File: config.mk
export PLATFORM = sky130hd
export DESIGN_NAME = decode_stage
export DESIGN_NICKNAME = d
export VERILOG_FILES = /design/src/rtl/decode_stage.sv
export SDC_FILE = /design/constraint.sdc
export NUM_CORES = 1
export LEC_CHECK = 0
export CELL_PAD_IN_SITES_DETAIL_PLACEMENT = 1
export CELL_PAD_IN_SITES_GLOBAL_PLACEMENT = 2
export CORE_MARGIN = 5
export CORE_UTILIZATION = 43
export CTS_BUF_LIST = sky130_fd_sc_hd__clkbuf_4 sky130_fd_sc_hd__clkbuf_8
export DETAILED_ROUTE_END_ITERATION = 10
export PLACE_DENSITY_LB_ADDON = 0.15
export SETUP_SLACK_MARGIN = 0.02
export SYNTH_ARGS = -nofsm -noshare
export SYNTH_HDL_FRONTEND = slang
export SYNTH_SLANG_ARGS = --single-unit
File: constraint.sdc
create_clock -name clk -period 6.4 [get_ports clk]
set_input_delay 1.6 -clock clk [delete_from_list [all_inputs] [get_ports clk]]
set_output_delay 1.6 -clock clk [all_outputs]
set_load 0.03 [all_outputs]
File: src/rtl/decode_stage.sv
// Decode stage: instruction decode, 16-entry register file with R15 = PC+8,
// immediate extension and the Decode/Execute pipeline register.
module decode_stage #(
   parameter int N = 32
) (
   input  logic         clk,
   input  logic         rst,
   input  logic [N-1:0] InstrD,
   input  logic [N-1:0] PCPlus8D,
   input  logic [N-1:0] ResultW,
   input  logic [3:0]   WA3W,
   input  logic         RegWriteW,
   input  logic         StallE,
   input  logic         FlushE,
   output logic [3:0]   RA1D,
   output logic [3:0]   RA2D,
   output logic [N-1:0] RD1E,
   output logic [N-1:0] RD2E,
   output logic [N-1:0] ExtImmE,
   output logic [3:0]   WA3E,
   output logic [3:0]   RA1E,
   output logic [3:0]   RA2E,
   output logic         RegWriteE,
   output logic         MemWriteE,
   output logic         MemtoRegE,
   output logic         ALUSrcE,
   output logic         BranchE,
   output logic         PCSrcE,
   output logic [2:0]   ALUControlE
);

   localparam logic [3:0] OP_ADD  = 4'b0000;
   localparam logic [3:0] OP_SUB  = 4'b0001;
   localparam logic [3:0] OP_AND  = 4'b0010;
   localparam logic [3:0] OP_ORR  = 4'b0011;
   localparam logic [3:0] OP_XOR  = 4'b0100;
   localparam logic [3:0] OP_ADDI = 4'b0101;
   localparam logic [3:0] OP_LDR  = 4'b0110;
   localparam logic [3:0] OP_STR  = 4'b0111;
   localparam logic [3:0] OP_B    = 4'b1000;
   localparam logic [3:0] OP_MOV  = 4'b1001;
   localparam logic [3:0] PC_REG  = 4'd15;

   logic [3:0]   op_s, rd_s, rs1_s, rs2_s;
   logic [15:0]  imm16_s;
   logic [N-1:0] sext_s, zext_s, bext_s;

   logic         reg_write_s, mem_write_s, memto_reg_s, alu_src_s, branch_s, pc_src_s;
   logic [2:0]   alu_control_s;
   logic [N-1:0] ext_imm_s;
   logic [N-1:0] rd1_s, rd2_s;
   logic         wr_en_s;

   logic [N-1:0] rf_r [16];

   logic [N-1:0] rd1_r, rd2_r, ext_imm_r;
   logic [3:0]   wa3_r, ra1_r, ra2_r;
   logic         reg_write_r, mem_write_r, memto_reg_r, alu_src_r, branch_r, pc_src_r;
   logic [2:0]   alu_control_r;

   assign op_s    = InstrD[31:28];
   assign rd_s    = InstrD[27:24];
   assign rs1_s   = InstrD[23:20];
   assign rs2_s   = InstrD[19:16];
   assign imm16_s = InstrD[15:0];

   assign sext_s = {{(N-16){imm16_s[15]}}, imm16_s};
   assign zext_s = {{(N-16){1'b0}}, imm16_s};
   assign bext_s = {{(N-18){1'b0}}, imm16_s, 2'b00};

   assign RA1D = rs1_s;
   assign RA2D = (op_s == OP_STR) ? rd_s : rs2_s;

   // Opcode decode into execute controls and extended immediate
   always_comb begin
      reg_write_s   = 1'b0;
      mem_write_s   = 1'b0;
      memto_reg_s   = 1'b0;
      alu_src_s     = 1'b0;
      branch_s      = 1'b0;
      alu_control_s = 3'b000;
      ext_imm_s     = '0;
      case (op_s)
         OP_ADD: reg_write_s = 1'b1;
         OP_SUB: begin reg_write_s = 1'b1; alu_control_s = 3'b001; end
         OP_AND: begin reg_write_s = 1'b1; alu_control_s = 3'b010; end
         OP_ORR: begin reg_write_s = 1'b1; alu_control_s = 3'b011; end
         OP_XOR: begin reg_write_s = 1'b1; alu_control_s = 3'b100; end
         OP_ADDI: begin
            reg_write_s = 1'b1;
            alu_src_s   = 1'b1;
            ext_imm_s   = sext_s;
         end
         OP_LDR: begin
            reg_write_s = 1'b1;
            memto_reg_s = 1'b1;
            alu_src_s   = 1'b1;
            ext_imm_s   = sext_s;
         end
         OP_STR: begin
            mem_write_s = 1'b1;
            alu_src_s   = 1'b1;
            ext_imm_s   = sext_s;
         end
         OP_B: begin
            alu_src_s     = 1'b1;
            branch_s      = 1'b1;
            alu_control_s = 3'b101;
            ext_imm_s     = bext_s;
         end
         OP_MOV: begin
            reg_write_s   = 1'b1;
            alu_src_s     = 1'b1;
            alu_control_s = 3'b101;
            ext_imm_s     = zext_s;
         end
         default: begin
            reg_write_s   = 1'b0;
            alu_control_s = 3'b000;
         end
      endcase
   end

   assign pc_src_s = reg_write_s & (rd_s == PC_REG);
   assign wr_en_s  = RegWriteW & (WA3W != PC_REG);

   // Register reads: R15 yields PC+8, a same-cycle writeback is bypassed
   always_comb begin
      rd1_s = '0;
      rd2_s = '0;
      if (RA1D == PC_REG) begin
         rd1_s = PCPlus8D;
      end else if (wr_en_s && (RA1D == WA3W)) begin
         rd1_s = ResultW;
      end else begin
         rd1_s = rf_r[RA1D];
      end
      if (RA2D == PC_REG) begin
         rd2_s = PCPlus8D;
      end else if (wr_en_s && (RA2D == WA3W)) begin
         rd2_s = ResultW;
      end else begin
         rd2_s = rf_r[RA2D];
      end
   end

   // Register file storage; entry 15 is never written since R15 is the PC
   always_ff @(posedge clk) begin
      if (rst) begin
         for (int i = 0; i < 16; i++) rf_r[i] <= '0;
      end else if (wr_en_s) begin
         rf_r[WA3W] <= ResultW;
      end
   end

   // Decode/Execute register: reset and flush insert a bubble, stall holds
   always_ff @(posedge clk) begin
      if (rst || FlushE) begin
         rd1_r         <= '0;
         rd2_r         <= '0;
         ext_imm_r     <= '0;
         wa3_r         <= 4'd0;
         ra1_r         <= 4'd0;
         ra2_r         <= 4'd0;
         reg_write_r   <= 1'b0;
         mem_write_r   <= 1'b0;
         memto_reg_r   <= 1'b0;
         alu_src_r     <= 1'b0;
         branch_r      <= 1'b0;
         pc_src_r      <= 1'b0;
         alu_control_r <= 3'b000;
      end else if (!StallE) begin
         rd1_r         <= rd1_s;
         rd2_r         <= rd2_s;
         ext_imm_r     <= ext_imm_s;
         wa3_r         <= rd_s;
         ra1_r         <= RA1D;
         ra2_r         <= RA2D;
         reg_write_r   <= reg_write_s;
         mem_write_r   <= mem_write_s;
         memto_reg_r   <= memto_reg_s;
         alu_src_r     <= alu_src_s;
         branch_r      <= branch_s;
         pc_src_r      <= pc_src_s;
         alu_control_r <= alu_control_s;
      end
   end

   assign RD1E        = rd1_r;
   assign RD2E        = rd2_r;
   assign ExtImmE     = ext_imm_r;
   assign WA3E        = wa3_r;
   assign RA1E        = ra1_r;
   assign RA2E        = ra2_r;
   assign RegWriteE   = reg_write_r;
   assign MemWriteE   = mem_write_r;
   assign MemtoRegE   = memto_reg_r;
   assign ALUSrcE     = alu_src_r;
   assign BranchE     = branch_r;
   assign PCSrcE      = pc_src_r;
   assign ALUControlE = alu_control_r;

endmodule

==> results of run 1 <==
[kinds of logic after synthesis]
| group | after synthesis |
|---|---|
| AND/OR/NAND/NOR | 778 |
| flip-flops | 616 |
| multiplexers | 398 |
| buffers and inverters | 364 |
| AO/OA/AOI/OAI | 316 |
| XOR/XNOR | 10 |
| other | 1 |
[sequential cells by signal (all words and copies together) (netlist names)]
name and cells:
RegWriteE 1, ALUSrcE 1, RD2E 32, RA1E 4, WA3E 4, PCSrcE 1
MemtoRegE 1, RD1E 32, RA2E 4, rf_r 512, ALUControlE 3, BranchE 1
MemWriteE 1, ExtImmE 19
[power groups by stage]
stage,registers [W],logic (W),clock network [W]
after CTS,0.00470,0.00143,0.00400
after detailed placement,0.00478,0.00142,0
after global placement,0.00476,0.00141,0
after floorplan,0.00479,0.000800,0
after global routing,0.00472,0.00150,0.00419
final,0.00470,0.00144,0.00394
[layout by cell type, fill, tap and decap left out, types with 4 or more instances in the layout]
| cell | synthesis | final |
|---|---|---|
| sky130_fd_sc_hd__nand4_1 | 4 | 4 |
| sky130_fd_sc_hd__a31oi_1 | 33 | 33 |
| sky130_fd_sc_hd__clkinvlp_4 | 0 | 4 |
| sky130_fd_sc_hd__buf_2 | 34 | 4 |
| sky130_fd_sc_hd__nor2_1 | 73 | 72 |
| sky130_fd_sc_hd__nand2b_1 | 10 | 8 |
| sky130_fd_sc_hd__inv_1 | 35 | 34 |
| sky130_fd_sc_hd__o221ai_1 | 64 | 64 |
| sky130_fd_sc_hd__nor4_1 | 160 | 160 |
| sky130_fd_sc_hd__o31ai_4 | 0 | 4 |
| sky130_fd_sc_hd__clkinv_1 | 0 | 23 |
| sky130_fd_sc_hd__nand2_4 | 0 | 4 |
| sky130_fd_sc_hd__nand2_1 | 113 | 109 |
| sky130_fd_sc_hd__bufinv_16 | 0 | 6 |
| sky130_fd_sc_hd__clkdlybuf4s50_1 | 0 | 220 |
| sky130_fd_sc_hd__dfxtp_1 | 104 | 104 |
| sky130_fd_sc_hd__mux4_2 | 160 | 160 |
| sky130_fd_sc_hd__clkbuf_8 | 0 | 125 |
| sky130_fd_sc_hd__clkinv_2 | 0 | 20 |
| sky130_fd_sc_hd__buf_4 | 33 | 69 |
| sky130_fd_sc_hd__a221oi_1 | 46 | 46 |
| sky130_fd_sc_hd__clkbuf_4 | 0 | 32 |
| sky130_fd_sc_hd__a21oi_1 | 19 | 19 |
| sky130_fd_sc_hd__buf_12 | 0 | 17 |
| sky130_fd_sc_hd__o22ai_1 | 95 | 95 |
| sky130_fd_sc_hd__conb_1 | 1 | 32 |
| sky130_fd_sc_hd__nor3_1 | 403 | 401 |
| sky130_fd_sc_hd__xnor2_1 | 8 | 8 |
| sky130_fd_sc_hd__edfxtp_1 | 512 | 512 |
| sky130_fd_sc_hd__o21ai_0 | 16 | 5 |
| sky130_fd_sc_hd__o21ai_4 | 0 | 11 |
| sky130_fd_sc_hd__o32ai_1 | 31 | 31 |
| sky130_fd_sc_hd__mux2i_1 | 235 | 235 |
[final timing paths]
check,from,to,slack (ns),depth (start not counted)
setup / recovery,InstrD[28],RA2D[0],1.04,5
hold reg to reg,RA2E[0]$_SDFFE_PP0N_,RA2E[0]$_SDFFE_PP0N_,0.46,2
setup reg to reg,rf_r[15][2]$_SDFFCE_PN0P_,RD2E[2]$_SDFFE_PP0N_,4.51,4
hold / removal,RA2E[0]$_SDFFE_PP0N_,RA2E[0]$_SDFFE_PP0N_,0.46,2
[stage by stage]
step | worst slack [ns] | std cells | util (%) | hold slack, ns
after floorplan | 1.00 | 2514 | - | 0.591
after global placement | 1.02 | 3458 | 47.6 | 0.451
after detailed placement | 0.896 | 3458 | 47.6 | 0.457
after CTS | 1.02 | 3667 | 50.8 | 0.470
after global routing | 0.947 | 3668 | 50.8 | 0.488
final | 1.04 | 3669 | 50.8 | 0.465
[per-layer routing]
metal	global-route usage [%]	vias to the layer above
met5	0	-
met4	13.5	0
met3	6.37	309
met2	48.9	1438
met1	40.8	13000
li1	-	10200
[worst max-delay path, cell delays in order]
cell,delay [ns]
sky130_fd_sc_hd__clkdlybuf4s50_1,0.71
sky130_fd_sc_hd__nand4b_4,0.33
sky130_fd_sc_hd__mux2i_4,0.31
sky130_fd_sc_hd__inv_2,0.12
sky130_fd_sc_hd__clkdlybuf4s50_1,0.68
[layout make-up]
cell class	count	area, um2	area share [%]
tap	959	1200	3.25
sequential	616	17500	47.2
timing repair buffer	312	3110	8.40
multi-input combinational	1534	12700	34.4
clock buffer	156	1950	5.27
antenna	2	5.00	0.0135
clock inverter	53	397	1.07
inverter	37	149	0.403
==> impl_summary.md, run 1 <==
GRT
The first-pass GRT wire length is 178 mm. The maximum number of pins on one net before global-route repair is 100. The initial antenna violation count was 3. The total track usage is 30.6%. Global routing finished with a remaining overflow of 0. The via count of the first global-routing pass came to 26,300.

Timing
Between clock sinks in the finished design, the worst skew comes to 0.0281 ns. The worst path needs 5.36 ns of the cycle, external delays included. Dividing the final minimum period by the clock period gives 83.7%. Setup repair after global routing left no endpoint under its margin.

The maximum operating frequency is 187 MHz. The normalized max-slew margin is 15.1%. The number of max-slew violations in the final report is 0. The final count of negative-setup-slack endpoints is 0. The final count of hold timing violations is 0.

The sum of negative setup slack is 0 ns. At the pin with the least slew margin, the transition time is 1.27 ns.

Placement
The post-detailed-placement cell area is 34,600 um2. The congestion estimate from routability-driven global placement came to 0.844. The count of buffers added on input and output ports is 229. Detailed placement finished with a half-perimeter wire length of 70.6 mm.

Power
The switching portion of total power is 27.6%. Combinational logic burns 14.3% of the power. The share of power burned in registers is 46.6%.

The clock network burns 39.1% of the power. The power density normalized to cell area is 273 nW/um2. For this design the total switching power over the nets is 0.00278 W. Cell internal power was estimated by the tool at 0.00730 W. The standby leakage power is 12.3 nW. Total power for the finished layout comes to 0.0101 W. VDD sags by at most 130 uV.

Clock tree
The buffer type at the clock tree root is sky130_fd_sc_hd__clkbuf_8. The number of clock sinks seen by CTS is 616. At the later pin of the worst-skew pair, clock insertion delay measures 0.72 ns. After clock tree synthesis, the clock-pin slew on the worst setup and hold paths is 0.05 ns. TritonCTS built the clock tree.

In this run, post-CTS repair resized a total of 0 instances. The number of hold buffers added after CTS was 0. The number of setup buffers added after CTS is 0. The clock passes through at most 3 buffers. The H-tree depth is 3. The number of buffers created by CTS is 110.

Synthesis
The number of warnings issued by yosys is 0. The average instance area after synthesis is 12.6 um2. Counting flops with an async set or reset pin after synthesis yields a share of 0%. The synthesized design contains 616 register bits. The number of synthesized flops with an enable pin is 512. The fraction of the mapped netlist area in compound gates is 7.34%. The main combinational cell family by area after synthesis is multiplexers. The post-synthesis sequential area ratio is 55.6%. In the post-synthesis netlist, the cell with the most instances is sky130_fd_sc_hd__edfxtp_1. Of the total synthesized cell area, the portion taken by full adders, half adders and majority gates is 0%. Counting distinct cell types in the post-synthesis netlist gives 45. By count the netlist is led by sky130_fd_sc_hd__edfxtp_1 (512), sky130_fd_sc_hd__nor3_1 (403), sky130_fd_sc_hd__clkbuf_1 (236).

The multiplexer fraction of the synthesized cell area is 19.2%. The combined area of all synthesized cells is 31,400 um2. The leading register cell type out of synthesis is sky130_fd_sc_hd__edfxtp_1. The synthesized-area fraction occupied by xor and xnor cells is 0.279%. The instance count of the mapped netlist is 2,483. After Yosys synthesis, and, or, nand and nor cells account for 12.5% of the synthesized area. In the post-synthesis netlist, the biggest area contributors are sky130_fd_sc_hd__edfxtp_1 (49%), sky130_fd_sc_hd__mux4_2 (11%), sky130_fd_sc_hd__mux2i_1 (7.5%), sky130_fd_sc_hd__dfxtp_1 (6.6%), sky130_fd_sc_hd__nor3_1 (6.4%). Of the post-synthesis cell area, the dominant cell type holds 49.0%.

The leading area contributor after synthesis is sky130_fd_sc_hd__edfxtp_1.

Critical path
The worst setup path is of the in -> out kind. The worst setup path is launched from an input pin. The sort of element at the end of the critical path is an output port. Along the worst path, the maximum fanout reaches 11. At the worst endpoint, the arrival time is 3.76 ns. The required time of the critical path is 4.80 ns.

Cells and area
From synthesis to final layout, the design area changed by 17.8%. The ratio of cells with drive above 1 in the final layout is 17.5%. The fill cell instance count of the final layout is 7,302.

After the last flow step, the layout net total stands at 2,716. The finished cells cover 37,000 um2.

Outcome
The flow ran to the end, and the final reports show no timing, DRC or antenna violations.

Floorplan
From bottom edge to top edge, the die measures 280 um. In this run the count of I/O pins placed on the die edge is 230. The floorplan step set the die width to 280 um.

The initial core utilization is 43.2%. The core region is 72,700 um2. The initialized floorplan defines 99 standard-cell rows.

The floorplan step defined a die boundary enclosing 78,500 um2.

Flow run
Max-cap violations in this run came to 0.

Drt
The routed wire length per instance is 33.6 um. After detailed routing, the number of remaining DRC violations is 0. The via count is 24,900.

The pre-antenna-repair detailed-routing pass consisted of 5 iterations. Wires add up to 123 mm. Detailed routing placed a total of 12.1 mm of wire on met3. Using the TritonRoute via totals, the vias-per-cell ratio works out to 6.80. Once detail routing completed, the nets flagged for antenna violations numbered 0. After detailed routing, no signal wire sits above met4. The met2 wire length is 57.0 mm. The post-route met1 wirelength is 48.7 mm. The first routing iteration left 2,762 violations.

Hold path
The class of the most critical hold timing path is reg -> reg.
Power figures use the tool's default switching activity.
==> inputs of run 2 (changes only) <==
Clock period 6.4 ns to 5.3 ns, I/O delays scaled along.
==> run 2 against run 1 <==
Total power grew 19%. Clock skew shrank 0.012 ns. Largest cell class unchanged. Critical endpoint unchanged. Critical path type unchanged. Die area is the same.
==> impl_summary.md, run 2 (same netlist as run 1, synthesis figures left out) <==
Placement
The half-perimeter wire length after placement is 70.5 mm (-0.11%). The placer congestion estimate came to 0.839 (-0.59%). The worst slack after detailed placement came to 0.443 ns (-0.453 ns).

The count of input and output buffers is 229 (unchanged).

Timing
The worst setup slack after layout came to 0.453 ns (-0.590 ns). The number of max-slew violations in the final report is 0 (unchanged). The sum of negative setup slack is 0 ns (unchanged). The normalized max-slew margin was 18.1% (+3.0 points). Dividing the final minimum period by the clock period gives 91.5%. The worst hold slack across all endpoints was 0.463 ns (-0.00176 ns). The final setup skew was 0.0166 ns (-0.0115 ns).

The minimum clock period is 4.85 ns. Setup repair after global routing left no endpoint under its margin. The final count of negative-setup-slack endpoints came to 0 (unchanged). For this run, the top clock speed supported by timing is 206 MHz.

The transition time at the pin with the least slew margin is 1.23 ns (-0.0457 ns). The final count of hold timing violations is 0 (unchanged).

Hold path
The hold-critical path depth is 2 (unchanged). In this run the worst hold path is classified as reg -> reg. The end point of the most critical hold path is ExtImmE[0]$_SDFFE_PP0N_. The startpoint identified for the worst hold timing path is ExtImmE[0]$_SDFFE_PP0N_.

Clock tree
The register clock-pin slew on the reported worst setup and hold paths came to 0.06 ns (about the same). The CTS tree is built. The H-tree depth is 3 (unchanged).

The post-cts gate resize count is 0 (unchanged). The buffer levels on the longest clock path came to 3 (unchanged). Clock tree synthesis selected as its root buffer the cell sky130_fd_sc_hd__clkbuf_8. The post-cts hold buffer count came to 0 (unchanged). The later-pin clock latency in the skew report was 0.71 ns (about the same). The number of setup buffers added after CTS is 0 (unchanged). The number of buffers created by CTS is 108 (-1.8%).

The number of clock sinks seen by CTS is 616 (unchanged).

Critical path
The number of buffers and inverters on the critical path is 3 (unchanged). The sort of element at the end of the critical path is an output port. The critical path goes through clkdlybuf4s50_1 -> nand4b_4 -> mux2i_4 -> inv_2 -> clkdlybuf4s50_1. The critical path arrival is 3.52 ns (-0.24 ns). The critical register-to-register path startpoint is rf_r[11][30]$_SDFFCE_PN0P_. Among cell families on the critical path, the largest total delay comes from buffers and inverters. The dominant cell type by count on the critical path is sky130_fd_sc_hd__clkdlybuf4s50_1. The maximum fanout encountered on the critical timing path is 11 (unchanged).

The endpoint identified for the worst register-to-register timing path is RD1E[30]$_SDFFE_PP0N_. The kind of start point of the critical path is an input pin. The standard cell with the maximum stage delay on the critical path is sky130_fd_sc_hd__clkdlybuf4s50_1. The depth of the most critical reg-to-reg path is 4 (unchanged). The required time of the critical path is 3.97 ns (-0.83 ns). The largest stage delay on the critical path was 0.72 ns (about the same).

The register-to-register setup slack is 3.47 ns (-1.04 ns). The start-to-end type of the worst setup path is in -> out.

Drt
The DRC violation count after routing was 0 (unchanged). The first-pass iteration count of the detailed router is 5 (unchanged). The starting DRC count in detailed routing is 2,849 (+3.1%). The post-detailed-route count of antenna-violating nets came to 0 (unchanged). The routed wire length per instance was 33.3 um (-0.97%). The via density per instance is 6.81 (+0.13%).

The via count is 25,000 (+0.32%). The total length of routed wires was 122 mm (-0.78%).

Cells and area
The fill cell instance count of the final layout is 7,357 (+0.75%). The ratio of cells with drive above 1 in the final layout was 17.8% (+0.32 points). Counting flops per register, the top entry is rf_r. The number of flip-flops under the largest register name is 512 (unchanged).

The library cells used most frequently in the layout, excluding fill and tap cells, are sky130_fd_sc_hd__edfxtp_1 (512), sky130_fd_sc_hd__nor3_1 (401), sky130_fd_sc_hd__mux2i_1 (235). The most frequent standard cell in the layout excluding fill and tap cells is sky130_fd_sc_hd__edfxtp_1. Relative to the synthesized area, the layout overhead comes to 17.6%.

The net total in the final layout was 2,725 (+0.33%).

Floorplan
The horizontal die dimension came to 280 um (unchanged). The placeable core region is 72,700 um2 (unchanged). The count of standard-cell rows is 99 (unchanged).

The vertical extent of the die is 280 um (unchanged). The area of the die came to 78,500 um2 (unchanged). The boundary pin count is 230 (unchanged).

The initial core utilization was 43.2% (unchanged).

Power
The standby leakage power came to 12.3 nW (about the same). The worst ir drop on vdd was 158 uV (+21%). The power density normalized to cell area is 324 nW/um2 (+19%).

Flow run
The number of maximum-capacitance violations came to 0 (unchanged).

GRT
The initial antenna violation count came to 2 (-1). The total overflow reported by the global router is 0 (unchanged). The maximum number of pins on one net before global-route repair is 122 (+22%). The via count of the first global-routing pass was 26,100 (-0.81%). The total track usage came to 30.3% (-0.32 points).

The first-pass GRT wire length is 178 mm (-0.33%).

Outcome
The run finished with clean final reports.
run 2: cell types whose count changed in the layout (fill, tap and decap cells not counted), sizes merged:
| cell | change |
|---|---|
| buf | +11 |
| clkinv | -7 |
| clkbuf | +6 |
| bufinv | -4 |
| inv | +1 |
run 2: worst min-delay path, stage by stage (launching register included):
cell and delay, ns:
sky130_fd_sc_hd__dfxtp_1 0.31, sky130_fd_sc_hd__nand2_1 0.06, sky130_fd_sc_hd__a21oi_1 0.05
run 2: where the power goes:
group / internal [W] / total [W] / switching (W)
registers: 0.00552 / 0.00568 / 0.000158
logic: 0.000644 / 0.00174 / 0.00110
clock network: 0.00246 / 0.00453 / 0.00207
total: 0.00863 / 0.0120 / 0.00333
run 2: cell type report:
cell class / instances / area [um2] / share of cell area (%)
Clock buffer: 162 / 1960 / 5.31
Multi-Input combinational cell: 1534 / 12700 / 34.4
Inverter: 37 / 149 / 0.403
Clock inverter: 43 / 258 / 0.698
Tap cell: 959 / 1200 / 3.25
Antenna cell: 2 / 5.00 / 0.0136
Sequential cell: 616 / 17500 / 47.3
Timing Repair Buffer: 323 / 3180 / 8.60
run 2: worst max path at each step:
stage	start	end	slack, ns	cells past startpoint
2_1_floorplan	WA3W[3]	rf_r[0][0]$_SDFFCE_PN0P_	0.18	5
3_3_place_gp	InstrD[28]	RA2D[0]	0.51	5
3_5_place_dp	InstrD[28]	RA2D[0]	0.44	5
4_1_cts	InstrD[28]	RA2D[0]	0.45	5
5_1_grt	InstrD[28]	RA2D[0]	0.34	5
6_report	InstrD[28]	RA2D[0]	0.45	5
run 2: through the flow:
step | instances | power, W | area (um2) | util, %
2_1_floorplan | 2514 | 0.00675 | 31500 | -
3_3_place_gp | 3469 | 0.00744 | 34700 | 47.7
3_5_place_dp | 3469 | 0.00749 | 34700 | 47.7
4_1_cts | 3674 | 0.0120 | 36900 | 50.8
5_1_grt | 3675 | 0.0124 | 36900 | 50.8
6_report | 3676 | 0.0120 | 36900 | 50.8
run 2: layer usage:
layer  vias to the layer above  wire length [um]  share of wire, %  GRT usage, %
li1                      10200                 -                 -             -
met1                     13100             49400                40          41.6
met5                         -                 0                 0             0
met3                       258             11600               9.5          5.52
met4                         0              4040               3.3          10.3
met2                      1463             57400                47          49.0
